<file path="config.mk">
export PLATFORM = sky130hd
export DESIGN_NAME = universal_shift_register
export DESIGN_NICKNAME = d
export VERILOG_FILES = /design/src/rtl/usr_pkg.sv /design/src/rtl/usr_next_value.sv /design/src/rtl/universal_shift_register.sv
export SDC_FILE = /design/constraint.sdc
export NUM_CORES = 1
export LEC_CHECK = 0
export ABC_AREA = 1
export ABC_CLOCK_PERIOD_IN_PS = 1900
export CAP_MARGIN = 10
export CORE_MARGIN = 2
export CORE_UTILIZATION = 49
export CTS_CLUSTER_DIAMETER = 50
export CTS_CLUSTER_SIZE = 30
export DETAILED_ROUTE_END_ITERATION = 10
export PLACE_DENSITY_LB_ADDON = 0.15
export SETUP_SLACK_MARGIN = 0.02
export SLEW_MARGIN = 10
export SYNTH_ARGS = -nofsm -noshare
export SYNTH_HDL_FRONTEND = slang
export SYNTH_SLANG_ARGS = --single-unit
export TNS_END_PERCENT = 30
</file>
<file path="constraint.sdc">
create_clock -name clk -period 1.9 [get_ports clk]
set_input_delay 0.285 -clock clk [delete_from_list [all_inputs] [get_ports clk]]
set_output_delay 0.285 -clock clk [all_outputs]
set_load 0.02 [all_outputs]
</file>
<file path="src/rtl/usr_pkg.sv">
// Shared types for the universal shift register.
// Mode, FSM state and multi-shift direction encodings.
package usr_pkg;

  typedef enum logic [2:0] {
    MODE_HOLD  = 3'b000,
    MODE_SHR   = 3'b001,
    MODE_SHL   = 3'b010,
    MODE_ROR   = 3'b011,
    MODE_ROL   = 3'b100,
    MODE_LOAD  = 3'b101,
    MODE_ASR   = 3'b110,
    MODE_MULTI = 3'b111
  } mode_e;

  typedef enum logic {
    ST_IDLE  = 1'b0,
    ST_SHIFT = 1'b1
  } state_e;

  localparam logic DIR_RIGHT = 1'b0;
  localparam logic DIR_LEFT  = 1'b1;

endpackage

</file>
<file path="src/rtl/usr_next_value.sv">
// Next-value mux for the single-cycle register modes.
// Multi-shift is handled by the top; here it simply holds.
module usr_next_value
  import usr_pkg::*;
#(
  parameter int WIDTH = 8
) (
  input  logic [WIDTH-1:0] q_i,
  input  mode_e            mode_i,
  input  logic             ser_in_msb_i,
  input  logic             ser_in_lsb_i,
  input  logic [WIDTH-1:0] par_in_i,
  output logic [WIDTH-1:0] q_d_o
);

  // Select the next register value for one command edge
  always_comb begin
    q_d_o = q_i;
    unique case (mode_i)
      MODE_HOLD:  q_d_o = q_i;
      MODE_SHR:   q_d_o = {ser_in_msb_i, q_i[WIDTH-1:1]};
      MODE_SHL:   q_d_o = {q_i[WIDTH-2:0], ser_in_lsb_i};
      MODE_ROR:   q_d_o = {q_i[0], q_i[WIDTH-1:1]};
      MODE_ROL:   q_d_o = {q_i[WIDTH-2:0], q_i[WIDTH-1]};
      MODE_LOAD:  q_d_o = par_in_i;
      MODE_ASR:   q_d_o = {q_i[WIDTH-1], q_i[WIDTH-1:1]};
      MODE_MULTI: q_d_o = q_i;
      default:    q_d_o = q_i;
    endcase
  end

endmodule

</file>
<file path="src/rtl/universal_shift_register.sv">
// WIDTH-bit universal shift register with multi-cycle shift-by-N.
// Define USR_PARITY_EN to add an even-parity output of q.
module universal_shift_register
  import usr_pkg::*;
#(
  parameter  int WIDTH = 8,
  localparam int AW    = $clog2(WIDTH) + 1
) (
  input  logic             clk,
  input  logic             rst,
  input  logic             en,
  input  logic [2:0]       mode,
  input  logic             ser_in_msb,
  input  logic             ser_in_lsb,
  input  logic [WIDTH-1:0] par_in,
  input  logic [AW-1:0]    amount,
  input  logic             dir,
  output logic [WIDTH-1:0] q,
  output logic             ser_out_msb,
  output logic             ser_out_lsb,
  output logic             busy,
  output logic             done
`ifdef USR_PARITY_EN
  ,
  output logic             parity
`endif
);

  logic [WIDTH-1:0] q_q;
  logic [WIDTH-1:0] q_nxt;
  logic [WIDTH-1:0] shifted;
  logic [AW-1:0]    cnt_q;
  logic [AW-1:0]    amt_sat;
  logic             dir_q;
  logic             shift_dir;
  logic             done_q;
  state_e           state_q;
  mode_e            mode_c;

  assign mode_c = mode_e'(mode);

  usr_next_value #(
    .WIDTH(WIDTH)
  ) u_next (
    .q_i         (q_q),
    .mode_i      (mode_c),
    .ser_in_msb_i(ser_in_msb),
    .ser_in_lsb_i(ser_in_lsb),
    .par_in_i    (par_in),
    .q_d_o       (q_nxt)
  );

  // Clamp the shift count and build the zero-filled single step
  always_comb begin
    amt_sat   = (amount > AW'(WIDTH)) ? AW'(WIDTH) : amount;
    shift_dir = (state_q == ST_SHIFT) ? dir_q : dir;
    shifted   = (shift_dir == DIR_LEFT) ?
                {q_q[WIDTH-2:0], 1'b0} :
                {1'b0, q_q[WIDTH-1:1]};
  end

  // Register, multi-shift FSM, counter and done pulse
  always_ff @(posedge clk) begin
    if (rst) begin
      q_q     <= '0;
      cnt_q   <= '0;
      dir_q   <= DIR_RIGHT;
      done_q  <= 1'b0;
      state_q <= ST_IDLE;
    end else begin
      done_q <= 1'b0;
      unique case (state_q)
        ST_IDLE: begin
          if (en) begin
            if (mode_c == MODE_MULTI) begin
              dir_q <= dir;
              if (amt_sat == '0) begin
                done_q <= 1'b1;
              end else begin
                q_q   <= shifted;
                cnt_q <= amt_sat - AW'(1);
                if (amt_sat == AW'(1)) begin
                  done_q <= 1'b1;
                end else begin
                  state_q <= ST_SHIFT;
                end
              end
            end else begin
              q_q <= q_nxt;
            end
          end
        end
        ST_SHIFT: begin
          q_q   <= shifted;
          cnt_q <= cnt_q - AW'(1);
          if (cnt_q == AW'(1)) begin
            state_q <= ST_IDLE;
            done_q  <= 1'b1;
          end
        end
        default: state_q <= ST_IDLE;
      endcase
    end
  end

  assign q           = q_q;
  assign ser_out_msb = q_q[WIDTH-1];
  assign ser_out_lsb = q_q[0];
  assign busy        = (state_q == ST_SHIFT);
  assign done        = done_q;

`ifdef USR_PARITY_EN
  assign parity = ^q_q;
`endif

endmodule

</file>
# Yosys cells after proc, flatten, opt, wreduce, memory -nomap -nowiden
# Index checks and enable logic that the tools add are counted.
# Widths: inputs -> output; s select.
[op_classes]
n_shift = 0
n_eq_ne = 15
n_mux = 24
addsub = 2
mul = 0
div = 0
n_bitwise = 1
n_lt_le_gt_ge = 1
reduce_logical = 6
[ops]
columns = ["operator", "n"]
rows = [
  ["$pmux 8 s6", 1],
  ["$mux 8", 4],
  ["$mux 4", 4],
  ["$pmux 8 s2", 1],
  ["$eq 3x3->1 const B", 4],
  ["$mux 1", 11],
  ["$ne 3x3->1 const B", 3],
  ["$reduce_and 3->1", 3],
  ["$eq 4x1->1 const B", 2],
  ["$pmux 4 s2", 1],
  ["$sub 4x1->4 const B", 2],
  ["$eq 3x2->1 const B", 2],
  ["$ne 2x2->1 const B", 3],
  ["$gt 4x4->1 const B", 1],
  ["$logic_not 4->1", 1],
  ["$pmux 1 s2", 2],
  ["$reduce_and 4->1", 1],
  ["$eq 3x1->1 const B", 1],
  ["$logic_not 3->1", 1],
  ["$not 1->1", 1],
]
[word_totals]
word_cells = 55
romBits = 0
out_inout_bits = 12
ram_bits = 0
ff_bits = 15
latchBits = 0
in_bits = 21
mem_count = 0

# Depth between registers and ports, before layout
# Gate-level depths: netlist of the first run.
[depth]
ltp_word = 8
depth_mapped = 13
mapped_depth_nobuf = 12

# Cells and area by module
# A second synthesis of the first run with hierarchy kept.
[unflattened]
cells_unflattened = 242
hier_area_um2 = 1524.0
[modules_own_cells]
columns = ["module", "instances", "area_each_um2", "seq_area_each_um2", "cells_each"]
rows = [
  ["universal_shift_register", 1, 1128.6, 300.3, 172],
  ["usr_next_value", 1, 395.4, 0.0, 70],
]

# Least setup slack after synthesis of the first run
# OpenSTA, ideal clock, no wires.
[synth_path]
kind = "input to register"
start = "input amount[0]"
end = "register q_q[2], in the netlist q[2]"
n_path_buf = 1
cell_stages = 13
slack_ns = 0.352
arrival_ns = 1.481
required_time_ns = 1.833
setup_time_ns = 0.067
cell_sequence = "nor2_1 nand2_1 nand2_1 nand2_1 ha_1 inv_1 nor2_8 nand3_2 nand2_4 buf_6 nor2_2 nand2_1 a21oi_2"
[synth_via]
elab_chain_cells = 5
[synth_rtl]
columns = ["item", "line", "source"]
rows = [
  ["start, declared", "universal_shift_register.sv:16", "input logic [AW-1:0] amount,"],
  ["$gt 4x4->1", "universal_shift_register.sv:55", "amt_sat = (amount > AW'(WIDTH)) ? AW'(WIDTH) : amount;"],
  ["$mux 4 (*)", "universal_shift_register.sv:55", ""],
  ["$logic_not 4->1 (*)", "universal_shift_register.sv:77", "if (amt_sat == '0) begin"],
  ["$ne 3x3->1 (no line) (*)", "n/a", ""],
  ["$reduce_and 3->1 (no line) (*)", "n/a", ""],
  ["end signal, assigned", "universal_shift_register.sv:80", "q_q <= shifted;"],
  ["end signal, assigned", "universal_shift_register.sv:89", "q_q <= q_nxt;"],
  ["end signal, assigned", "universal_shift_register.sv:94", "q_q <= shifted;"],
  ["end, declared", "universal_shift_register.sv:29", "logic [WIDTH-1:0] q_q;"],
]
# Every way passes the cells marked *; elsewhere a longest branch is shown, timed or not.
# A chain may end at the register's enable or synchronous reset.

# Worst setup path after layout of the first run
[layout_path]
start = "input amount[1]"
end = "register q_q[1], in the netlist q[1]"
# The elaborated chain is that of the path after synthesis.

==> results.cfg, run 1 <==
[power_and_ir_drop]
power_frac_seq_pct = 40.0
internal_power_w = 0.0005552
power.switching_w = 0.0003180
ir_worst_vdd_uv = 450.7
switching_share_pct = 36.42
leakage_nw = 0.8220
power_density_nw_per_um2 = 490.8
share_comb_of_total_power_pct = 37.5
clkPwrFrac_pct = 22.6

[worst_setup_path]
r2r-start = busy
rr_endpoint = q[4]
cp_max_fo = 7
reg2regPathDepth = 9
endpoint_kind = flop
crit_type = in -> reg
crit_arrival_ns = 1.91
cp-start-kind = input port
required_ns = 2.09
regToRegSetupSlack_ns = 0.46

[yosys]
synth-edff-count = 0
syn_avg_cell_area_um2 = 5.986
synth_top_area_cell = dfxtp_1
ys_top_cells_by_area = dfxtp_1 (22%), nand2_1 (14%), nor2_1 (10%)
syn_nets = 253
ys.flop_type = dfxtp_1
ys_warn_count = 0
synth_seq_cells = 15
synth_top_area_share_pct = 22.10
synth_cell_types = 28
ys_seq_area_share_pct = 22.10
netlist_area_um2 = 1359
async_reset_ff_share_pct = 0
synth_cells = 227

[placement]
place.port_buffers = 32
place_ws_ns = -0.1627
dp.cells = 292
hpwl_mm = 2.463
place_congestion = 0.8495
dpl_cell_area_um2 = 1720

[cells_and_area]
final_common_cell = nand2_1
drive_above_1_share_pct = 13.53
fin_cells = 297
seq_area_um2 = 300.3
fin_area_um2 = 1779
fillers = 271
multi_input_area_um2 = 897.1
layout.nets = 293
antennaDiodeCount = 0
layout_common_cells = nand2_1 (49), nor2_1 (37), clkdlybuf4s50_1 (32)
syn_to_final_growth_pct = 30.94

[sta]
final_hold_viol_count = 0
max_freq_mhz = 583.8
setup_viol = 0
drv_slew = 0
finalCritPeriodShare_pct = 90.16
clock_skew_ns = 0.003452
layout_setup_ws_ns = 0.1870
tightestPinTransition_ns = 0.2896
post-route-min-period_ns = 1.713
relSlewSlack_pct = 80.64
grt_setup_unrepaired = false

[cts]
cts_htree_levels = 1
insertion_delay_ns = 0.29
cts_sinks = 15
clk_path_buf_depth = 2
clk_pin_slew_worst_paths_ns = 0.11
cts_hold_buffers = 0
cts_buffers = 3
postCtsSetupBuffers = 0
cts_tree = done
cts_resized = 0
clockRootBuffer = clkbuf_4

[floorplan]
core_um2 = 2686
die_area_um2 = 3210
start_util_pct = 50.58
rows = 19
die_w_um = 56.66
ios = 33
fp.dieH_um = 56.66

[hold_path]
min_path_cells = 2
hold_path_class = reg -> reg
whs_endpoint = cnt_q[2]
min_from = cnt_q[2]

[detailed_routing]
dr.pass1.iters = 4
drt-initial-drc-count = 63
drt-wirelength-per-cell_um = 11.46
drc_errors = 0
via_count = 1494
routed_wl_mm = 3.405
via_per_inst = 5.030
ant_nets = 0

[grt]
grt_max_degree = 15
antenna_found_initial = 0
grt_pass1_vias = 1341
grt_first_pass_wirelength_mm = 5.699
gr-usage-all-layers_pct = 21.95
gr-total-overflow = 0

[run_status]
status = finished, final reports clean

[job]
maxCapViolCount = 0
-- routing by layer --
metal  track usage [%]  vias up  part of all wire (%)
met3             2.995        4                   6.3
met2             32.56       45                    43
met4             7.143        0                  0.82
met5                 0        -                     0
met1             32.48      651                    50
li1                  -      794                     -
-- registers in the layout, summed over array words and instances (netlist names) --
register	count
busy	1
cnt_q	4
dir_q	1
done	1
q	8
-- cells by family after synthesis --
group           share of synthesized area (%)
simple gates                            41.16
buf+inv                                 14.18
compound gates                          16.57
flops                                   22.10
fa+ha+maj                               4.604
xor+xnor                               0.6447
mux                                    0.7367
-- cell usage after synthesis, types with 2 or more instances --
cell type and number:
buf_6 3, o21ai_0 11, nand3_2 2, nand2_1 49, inv_1 31, nand2_2 5
a21oi_1 20, nor2_2 3, buf_4 2, nor2_1 38, inv_2 4, o21bai_1 3
a21oi_2 2, ha_1 5, nand4_1 3, dfxtp_1 15, nand3_1 20
-- how the worst max path moves through the flow --
stage,from,end,slack (ns)
after floorplan,amount[0],q[2],0.35
after global placement,amount[0],cnt_q[1],-0.1
after detailed placement,amount[0],cnt_q[1],-0.16
after CTS,amount[0],cnt_q[1],0.13
after global routing,amount[1],q[3],0.04
final,amount[1],q[1],0.19
-- worst max-delay path, cell delays in order --
cell and delay [ns]:
clkdlybuf4s50_1 0.48, nor2_1 0.05, nand2_1 0.08, nand2_1 0.08, nand2_1 0.09, ha_2 0.19, inv_2 0.06, nor2_8 0.14
nand3_4 0.12, nand2_4 0.15, nor2_1 0.07, nand2_1 0.06, a21oi_1 0.05
-- metrics by stage --
step           setup TNS (ns)   power, W  hold WS (ns)  util (%)
4_1_cts                     0  0.0008620        0.4741     65.07
6_report                    0  0.0008732        0.4707     66.23
2_1_floorplan               0  0.0005568        0.4436         -
5_1_grt                     0  0.0009284        0.4931     66.23
3_3_place_gp          -0.5440  0.0006678        0.4537     64.04
3_5_place_dp           -1.516  0.0006709        0.4587     64.04
-- final cells by class --
cell class,count,share of cell area (%)
Clock buffer,3,1.266
Clock inverter,1,0.2813
Inverter,36,7.595
Multi-Input combinational cell,171,50.42
Sequential cell,15,16.88
Tap cell,31,2.180
Timing Repair Buffer,40,21.38
-- power groups by stage --
stage	Clock, W	Sequential (W)	Combinational [W]
2_1_floorplan	0	0.000368	0.000189
3_3_place_gp	0	0.000356	0.000312
3_5_place_dp	0	0.000356	0.000315
4_1_cts	0.000195	0.000349	0.000318
5_1_grt	0.000212	0.000352	0.000364
6_report	0.000197	0.000349	0.000327
No activity file was read; power rests on OpenSTA's default activity.
==> inputs of run 2 (changes only) <==
--- a/config.mk
+++ b/config.mk
@@ -8,11 +8,12 @@
 export ABC_AREA = 1
 export ABC_CLOCK_PERIOD_IN_PS = 1900
 export CAP_MARGIN = 10
-export CORE_MARGIN = 2
+export CORE_MARGIN = 8
 export CORE_UTILIZATION = 49
 export CTS_CLUSTER_DIAMETER = 50
 export CTS_CLUSTER_SIZE = 30
 export DETAILED_ROUTE_END_ITERATION = 10
+export HOLD_SLACK_MARGIN = 0.08
 export PLACE_DENSITY_LB_ADDON = 0.15
 export SETUP_SLACK_MARGIN = 0.02
 export SLEW_MARGIN = 10
==> run 2 against run 1 <==
Net effect:
- sequential share of layout area up 0.38 points
- first-iteration DRC count down 9.5%
- critical path depth down 12
- critical path type is now reg -> out
- largest cell class unchanged
- largest power group unchanged
- highest routed layer unchanged
==> results.cfg, run 2 (synthesis results as in run 1) <==
[cells_and_area]
largest_reg_flops = 8
layout_common_cells = nand2_1 (49), nor2_1 (38), clkdlybuf4s50_1 (32)
antennaDiodeCount = 0
fillers = 281
seq_area_um2 = 300.3
multi_input_area_um2 = 865.8
final_common_cell = nand2_1
drive_above_1_share_pct = 12.12
layout.nets = 291
syn_to_final_growth_pct = 28.08
fin_cells = 295
fin_area_um2 = 1740
final_util_pct = 64.79

[cts]
cts_htree_levels = 1
cts_sinks = 15
postCtsSetupBuffers = 0
clockRootBuffer = clkbuf_4
clk_path_buf_depth = 2
clk_pin_slew_worst_paths_ns = 0.10
cts_tree = done
cts_buffers = 3
cts_resized = 0
insertion_delay_ns = 0.29
cts_hold_buffers = 0

[detailed_routing]
routed_wl_mm = 3.375
drt-wirelength-per-cell_um = 11.44
ant_nets = 0
via_count = 1451
via_per_inst = 4.919
drt-initial-drc-count = 57
dr.pass1.iters = 4
drc_errors = 0

[power_and_ir_drop]
power_frac_seq_pct = 40.9
ir_worst_vdd_uv = 346.7
share_comb_of_total_power_pct = 36.8
power.switching_w = 0.0003040
clkPwrFrac_pct = 22.2
leakage_nw = 0.8119
internal_power_w = 0.0005513
power_density_nw_per_um2 = 491.5
switching_share_pct = 35.54

[worst_setup_path]
crit_arrival_ns = 1.44
r2r-start = busy
cp_slowest_cell = clkdlybuf4s50_1
path_delay_family = buffers and inverters
critical_path.max_stage_delay_ns = 0.66
endpoint_kind = output port
cp_max_fo = 8
crit_type = reg -> out
reg2regPathDepth = 9
required_ns = 1.62
path_cells = clkdlybuf4s50_1
rr_endpoint = q[2]
crit_buf_inv = 1
cp-start-kind = flop
regToRegSetupSlack_ns = 0.34

[hold_path]
min_from = cnt_q[2]
hold_path_class = reg -> reg
min_path_cells = 2
whs_endpoint = cnt_q[2]

[sta]
fin_hold_ws_ns = 0.4693
final_hold_viol_count = 0
tightestPinTransition_ns = 0.2858
grt_setup_unrepaired = false
setup_viol = 0
max_freq_mhz = 578.3
clock_skew_ns = 0.001473
finalCritPeriodShare_pct = 91.01
relSlewSlack_pct = 80.89
layout_setup_ws_ns = 0.1708
drv_slew = 0
post-route-min-period_ns = 1.729

[placement]
place_congestion = 0.8639
place_ws_ns = -0.1283
dpl_cell_area_um2 = 1713
place.port_buffers = 32
dp.cells = 291
hpwl_mm = 2.652

[grt]
antenna_found_initial = 0
grt_max_degree = 15
gr-total-overflow = 0
grt_first_pass_wirelength_mm = 5.878
grt_pass1_vias = 1347
gr-usage-all-layers_pct = 15.72

[run_status]
status = finished, final reports clean

[floorplan]
die_w_um = 68.66
die_area_um2 = 4714
ios = 33
fp.dieH_um = 68.66
rows = 19
core_um2 = 2686
start_util_pct = 50.58

[job]
maxCapViolCount = 0
## run 2: cell types whose count changed in the layout (fill, tap and decap cells not counted), sizes merged
cell	change
buf	-1
nand2	-1
## run 2: metal layers
metal  wire, um  track usage, %
met1       1720           21.80
met3        248           3.069
met5          0               0
met4         29           6.394
met2       1377           23.11
## run 2: power by group through the flow
stage / Sequential [W] / Clock, W / Combinational, W
6_report: 0.000350 / 0.000190 / 0.000315
4_1_cts: 0.000350 / 0.000199 / 0.000316
5_1_grt: 0.000353 / 0.000220 / 0.000353
3_3_place_gp: 0.000357 / 0 / 0.000312
2_1_floorplan: 0.000368 / 0 / 0.000189
3_5_place_dp: 0.000357 / 0 / 0.000313
## run 2: worst max-delay path by stage
stage                   start        to  slack, ns  cells after the start
finish                   busy      busy       0.17                      1
global route        amount[0]      q[4]       0.06                     13
CTS                      busy      busy       0.15                      1
detailed placement  amount[0]      q[1]      -0.13                     13
global placement    amount[0]  cnt_q[1]      -0.09                     12
floorplan           amount[0]      q[2]       0.35                     13
## run 2: metrics by stage
step                setup TNS (ns)  total power, W
floorplan                        0       0.0005568
global placement           -0.5695       0.0006685
detailed placement          -1.233       0.0006704
CTS                              0       0.0008647
global route                     0       0.0009257
finish                           0       0.0008554
## run 2: cell type report
type | instances | share of cell area, %
repair buffers | 39 | 21.42
flip-flops and latches | 15 | 17.25
well taps | 31 | 2.229
clock inverters | 1 | 0.2876
clock buffers | 3 | 1.294
multi-input cells | 170 | 49.75
inverters | 36 | 7.764
